===== config.mk =====
export PLATFORM = sky130hd
export DESIGN_NAME = truth_table_engine
export DESIGN_NICKNAME = d
export VERILOG_FILES = /design/src/rtl/tt_pkg.sv /design/src/rtl/tt_table_mem.sv /design/src/rtl/truth_table_engine.sv
export SDC_FILE = /design/constraint.sdc
export NUM_CORES = 1
export LEC_CHECK = 0
export BUFFER_PORTS_ARGS = -buffer_cell sky130_fd_sc_hd__buf_2
export CAP_MARGIN = 30
export CORE_UTILIZATION = 40
export CTS_CLUSTER_DIAMETER = 40
export DETAILED_ROUTE_END_ITERATION = 8
export GPL_ROUTABILITY_DRIVEN = 0
export MAX_ROUTING_LAYER = met4
export SYNTH_ARGS = -nofsm -noshare
export SYNTH_HDL_FRONTEND = slang
export SYNTH_SLANG_ARGS = --single-unit

===== constraint.sdc =====
create_clock -name clk -period 4.35 [get_ports clk]
set_clock_uncertainty 0.15 [all_clocks]
set_input_delay 0.2175 -clock clk [delete_from_list [all_inputs] [get_ports clk]]
set_output_delay 0.2175 -clock clk [all_outputs]
set_load 0.03 [all_outputs]

===== src/rtl/tt_pkg.sv =====
// Shared definitions for the truth_table_engine slice.
//   - tt_state_e : engine FSM states (empty table, loading, ready for lookups)
//   - DefaultNIn / DefaultNOut : default input/output widths
//   - depth(n)   : number of table rows for an n-input function
package tt_pkg;

  typedef enum logic [1:0] {
    StEmpty = 2'd0,
    StLoad  = 2'd1,
    StReady = 2'd2
  } tt_state_e;

  localparam int unsigned DefaultNIn  = 4;
  localparam int unsigned DefaultNOut = 2;

  function automatic int unsigned depth(input int unsigned n);
    return 32'd1 << n;
  endfunction

endpackage


===== src/rtl/tt_table_mem.sv =====
// Flop-array truth table storage.
//   clk, rst_n : clock, asynchronous active-low clear of every row
//   we         : write enable for row waddr
//   waddr/wdata: write port
//   raddr/rdata: combinational read port
module tt_table_mem
  import tt_pkg::*;
#(
  parameter int unsigned AddrW = DefaultNIn,
  parameter int unsigned DataW = DefaultNOut
) (
  input  logic             clk,
  input  logic             rst_n,
  input  logic             we,
  input  logic [AddrW-1:0] waddr,
  input  logic [DataW-1:0] wdata,
  input  logic [AddrW-1:0] raddr,
  output logic [DataW-1:0] rdata
);

  localparam int unsigned Depth = depth(AddrW);

  logic [DataW-1:0] mem_q [Depth];
  logic [DataW-1:0] mem_d [Depth];

  always_comb begin
    for (int i = 0; i < int'(Depth); i++) begin
      mem_d[i] = mem_q[i];
    end
    if (we) begin
      mem_d[waddr] = wdata;
    end
  end

  always_ff @(posedge clk or negedge rst_n) begin
    if (!rst_n) begin
      for (int i = 0; i < int'(Depth); i++) begin
        mem_q[i] <= '0;
      end
    end else begin
      for (int i = 0; i < int'(Depth); i++) begin
        mem_q[i] <= mem_d[i];
      end
    end
  end

  assign rdata = mem_q[raddr];

endmodule


===== src/rtl/truth_table_engine.sv =====
// Run-time programmable N_IN-input / N_OUT-output Boolean function unit.
//   load_start              : pulse, (re)starts a table load at row 0
//   cfg_valid/ready/data    : one table row per beat, rows written in order 0..2^N_IN-1
//   in_valid/ready/vec      : lookup request channel
//   out_valid/ready/vec     : one-entry registered result channel
//   table_ok                : a complete load has finished since reset/last reload
module truth_table_engine
  import tt_pkg::*;
#(
  parameter int unsigned N_IN  = DefaultNIn,
  parameter int unsigned N_OUT = DefaultNOut
) (
  input  logic             clk,
  input  logic             rst_n,
  input  logic             load_start,
  input  logic             cfg_valid,
  output logic             cfg_ready,
  input  logic [N_OUT-1:0] cfg_data,
  input  logic             in_valid,
  output logic             in_ready,
  input  logic [N_IN-1:0]  in_vec,
  output logic             out_valid,
  input  logic             out_ready,
  output logic [N_OUT-1:0] out_vec,
  output logic             table_ok
);

  // One spare bit so the counter can hold 2^N_IN without aliasing row 0.
  localparam int unsigned        RowW    = N_IN + 1;
  localparam logic [RowW-1:0]    LastRow = RowW'(depth(N_IN) - 1);

  tt_state_e        state_q, state_d;
  logic [RowW-1:0]  row_q, row_d;
  logic             table_ok_q, table_ok_d;
  logic             out_valid_q, out_valid_d;
  logic [N_OUT-1:0] out_vec_q, out_vec_d;

  logic             mem_we;
  logic [N_OUT-1:0] rd_data;
  logic             cfg_fire;
  logic             in_fire;

  // Ready signals depend only on state and the output stage, never on the valids.
  assign cfg_ready = (state_q == StLoad);
  assign in_ready  = (state_q == StReady) && (!out_valid_q || out_ready);
  assign cfg_fire  = cfg_valid && cfg_ready;
  assign in_fire   = in_valid && in_ready;

  tt_table_mem #(
    .AddrW (N_IN),
    .DataW (N_OUT)
  ) u_mem (
    .clk   (clk),
    .rst_n (rst_n),
    .we    (mem_we),
    .waddr (row_q[N_IN-1:0]),
    .wdata (cfg_data),
    .raddr (in_vec),
    .rdata (rd_data)
  );

  always_comb begin
    state_d     = state_q;
    row_d       = row_q;
    table_ok_d  = table_ok_q;
    out_valid_d = out_valid_q;
    out_vec_d   = out_vec_q;
    mem_we      = 1'b0;

    unique case (state_q)
      StEmpty: begin
        if (load_start) begin
          state_d = StLoad;
          row_d   = '0;
        end
      end
      StLoad: begin
        // A restart takes priority over a beat presented in the same cycle.
        if (load_start) begin
          row_d = '0;
        end else if (cfg_fire) begin
          mem_we = 1'b1;
          if (row_q == LastRow) begin
            state_d    = StReady;
            table_ok_d = 1'b1;
            row_d      = '0;
          end else begin
            row_d = row_q + RowW'(1);
          end
        end
      end
      StReady: begin
        if (load_start) begin
          state_d    = StLoad;
          row_d      = '0;
          table_ok_d = 1'b0;
        end
      end
      default: begin
        state_d = StEmpty;
        row_d   = '0;
      end
    endcase

    // Output stage: accept overrides consume, giving bubble-free back-to-back results.
    if (in_fire) begin
      out_valid_d = 1'b1;
      out_vec_d   = rd_data;
    end else if (out_ready) begin
      out_valid_d = 1'b0;
    end
  end

  always_ff @(posedge clk or negedge rst_n) begin
    if (!rst_n) begin
      state_q     <= StEmpty;
      row_q       <= '0;
      table_ok_q  <= 1'b0;
      out_valid_q <= 1'b0;
      out_vec_q   <= '0;
    end else begin
      state_q     <= state_d;
      row_q       <= row_d;
      table_ok_q  <= table_ok_d;
      out_valid_q <= out_valid_d;
      out_vec_q   <= out_vec_d;
    end
  end

  assign out_valid = out_valid_q;
  assign out_vec   = out_vec_q;
  assign table_ok  = table_ok_q;

endmodule


==> run metrics <==
IO buf count=17; setup TNS=0 ps; clock sink count=43; first-pass GRT wire length=7.548 mm; minimum clock period=2080 ps; RSZ-0062 raised after global routing=no; largest net degree at the start of global routing=44; Crit Path Max Fanout=9; CP Data Required Time=4380 ps; Place WS=2296 ps; die area=5765 sq um; gr ovfl total=0; max incr delay on CP=550 ps; LEAKAGE=0.001170 uW; share of cells above drive strength 1=0.3670; top-area cell type share of the netlist area=0.4923; antenna violations before repair=0; CTS Root Cell=clkbuf_8; Post-Syn Area per Cell=12.71 sq um; register area share after synthesis=0.4923; worst vdd ir=0.1541 mV; aggregate global-route resource usage=0.1725; maxcap violations=0; fmax=480.9 MHz; DP HPWL=3.180 mm; fillers=457; Pwr Density=358.1 nW/um^2; Syn Nets=188; Starting Density=0.4226; commonest non-fill, non-tap cells in the layout=dfrtp_1 (43), mux2_2 (31), buf_2 (17); CP Capture Type=register; post-CTS sizing=0; Post-Syn Area=2186 sq um; Synth area leaders=dfrtp_1 (49%), mux2_2 (16%), mux4_2 (8.2%), ha_1 (2.3%), clkbuf_1 (1.9%); Gate Count Post-Synth=172; Hold Crit Start=load_start; slowest CP cell=or4_4; Reg clk slew, reported paths=80 ps; DRT Wirelength=4.326 mm; clock power share=0.411; Multi-input gate area=1041 sq um; Seq cells post-synth=43; wire length per cell=16.77 um; Finished Core Util=0.4811; most common cell after layout, fill and taps aside=dfrtp_1; cell taking the most area after synthesis=dfrtp_1; worst path bufs/invs=0; Yosys Warn Count=0; Hold WS=54.04 ps; Int Power=697.9 uW; drt drc=0; relative slew slack=0.6963; ant diodes=0; cell row count=26; Ports=18; Reg area=1076 sq um; core area=5172 sq um; startpoint types=register; part of the power in registers=0.491; FF-to-FF Start=state_q[1]$_DFFE_PN0P_; Reg2Reg Setup Slack=2270 ps; Gate power share=0.098; Num CTS Buffers=5; DRT iter0 DRCs=102; Hold EP=row_q[2]$_DFFE_PN0P_; CP arrival=2110 ps; DR vias=1458; fin crit share=0.4781; 1st-pass router iterations=4; Die Wd=75.93 um; Post-DRT Antenna Nets=0; Clk Latency, worst-skew pair=290 ps; Sw Share=0.2169; vias in the first global route=1480; synth unique cells=38; setup violators final=0; status=finished clean; Layout Nets=203; Final WS setup=2270 ps; family with the most delay on the worst path=simple AND/OR/NAND/NOR gates; die height=75.93 um; cell count of the worst reg-to-reg path=3; Tightest Hold Check Type=in -> reg; crit path kind=reg -> reg; H-tree Lvls=2; maximum clock path buffer count=2; vias per cell=5.651; CTS tree=yes; r2r endpoint=u_mem.mem_q[24]$_DFFE_PN0P_; Net Switching=193.2 uW; Hold Fails Final Rpt=0; Slew Viols, Final=0; worst-margin pin slew=455.6 ps; crit-path cells=or3b_1 -> or4_4 -> mux2_4; Area Overhead vs Synth=13.85%; cell depth of the worst hold path=2
==> Yosys cell counts <==
| cell | number |
|---|---|
| or3b_1 | 1 |
| nand2_1 | 3 |
| or3_1 | 1 |
| or4_1 | 3 |
| o32ai_1 | 1 |
| o21a_1 | 2 |
| o21bai_1 | 1 |
| o31ai_1 | 2 |
| or2b_1 | 1 |
| mux4_2 | 8 |
| o21ai_0 | 3 |
| nand2b_1 | 4 |
| nor2_1 | 3 |
| and4b_1 | 1 |
| nor2b_1 | 4 |
| a21oi_1 | 4 |
| ha_1 | 4 |
| nor4b_1 | 1 |
| inv_1 | 6 |
| nor4_1 | 1 |
| o221ai_1 | 2 |
| a22o_1 | 1 |
| mux2i_1 | 4 |
| a21o_1 | 1 |
| a31oi_1 | 2 |
| clkbuf_1 | 11 |
| nand4_1 | 2 |
| or4_4 | 1 |
| nand3_1 | 7 |
| buf_2 | 1 |
| nor3_1 | 6 |
| a2bb2oi_1 | 1 |
| nor4bb_1 | 1 |
| and3_1 | 1 |
| mux2_2 | 31 |
| mux2_4 | 2 |
| nand3b_1 | 1 |
| dfrtp_1 | 43 |
==> layout make-up <==
cell class              count  area share
repair buffers             20     0.05028
flip-flops and latches     43      0.4324
clock inverters             3     0.02715
clock buffers               5     0.02765
well taps                  70     0.03519
inverters                   6    0.009050
multi-input cells         111      0.4183
==> registers in the layout, indices dropped and copies added (netlist names) <==
name	cells
u_mem.mem_q	32
row_q	5
out_vec	2
state_q	2
out_valid	1
table_ok	1
==> kinds of logic (layout without fill, tap and decap cells) <==
kind of cell               after synthesis  in the layout  synth area share
muxes                                   45             45            0.2742
DFF                                     43             43            0.4923
and+or+nand+nor                         42             42            0.1168
AOI/OAI and AO/OA                       20             20           0.06239
buffers and inverters                   18             34           0.03148
adders and majority gates                4              4           0.02290
==> how the worst max path moves through the flow <==
stage / startpoint / to / slack [ps] / cells after the start
after floorplan: state_q[1]$_DFFE_PN0P_ / u_mem.mem_q[24]$_DFFE_PN0P_ / 2380 / 4
after global placement: state_q[0]$_DFFE_PN0P_ / u_mem.mem_q[30]$_DFFE_PN0P_ / 2030 / 3
after detailed placement: state_q[1]$_DFFE_PN0P_ / u_mem.mem_q[24]$_DFFE_PN0P_ / 2300 / 3
after CTS: state_q[1]$_DFFE_PN0P_ / u_mem.mem_q[24]$_DFFE_PN0P_ / 2280 / 3
after global routing: state_q[1]$_DFFE_PN0P_ / u_mem.mem_q[24]$_DFFE_PN0P_ / 2220 / 3
final: state_q[1]$_DFFE_PN0P_ / u_mem.mem_q[24]$_DFFE_PN0P_ / 2270 / 3
==> power groups by stage <==
stage / combinational, uW / clock [uW] / sequential [uW]
floorplan: 60.7 / 0 / 439
global placement: 82.0 / 0 / 444
detailed placement: 86.2 / 0 / 446
CTS: 87.3 / 374 / 437
global route: 97.5 / 392 / 440
finish: 87.8 / 366 / 437
==> metal layers <==
layer / global-route usage / wire length, um
met1: 0.2248 / 1937
met2: 0.2655 / 2113
met3: 0.03614 / 171
met4: 0.06538 / 103
met5: - / 0
==> repair_timing <==
| action | CTS | global route |
|---|---|---|
| buffers inserted | 0 | 0 |
| hold endpoints to repair | 43 | 0 |
| hold buffers | 1 | 0 |
==> through the flow <==
step | total power, uW | cell area [sq um] | instances
after detailed placement | 531.9 | 2322 | 248
after global placement | 526.2 | 2312 | 247
after CTS | 898.3 | 2469 | 257
after global routing | 930.1 | 2489 | 258
final | 891.1 | 2489 | 258
after floorplan | 499.7 | 2186 | 172
(Power assumes the default switching activity.)
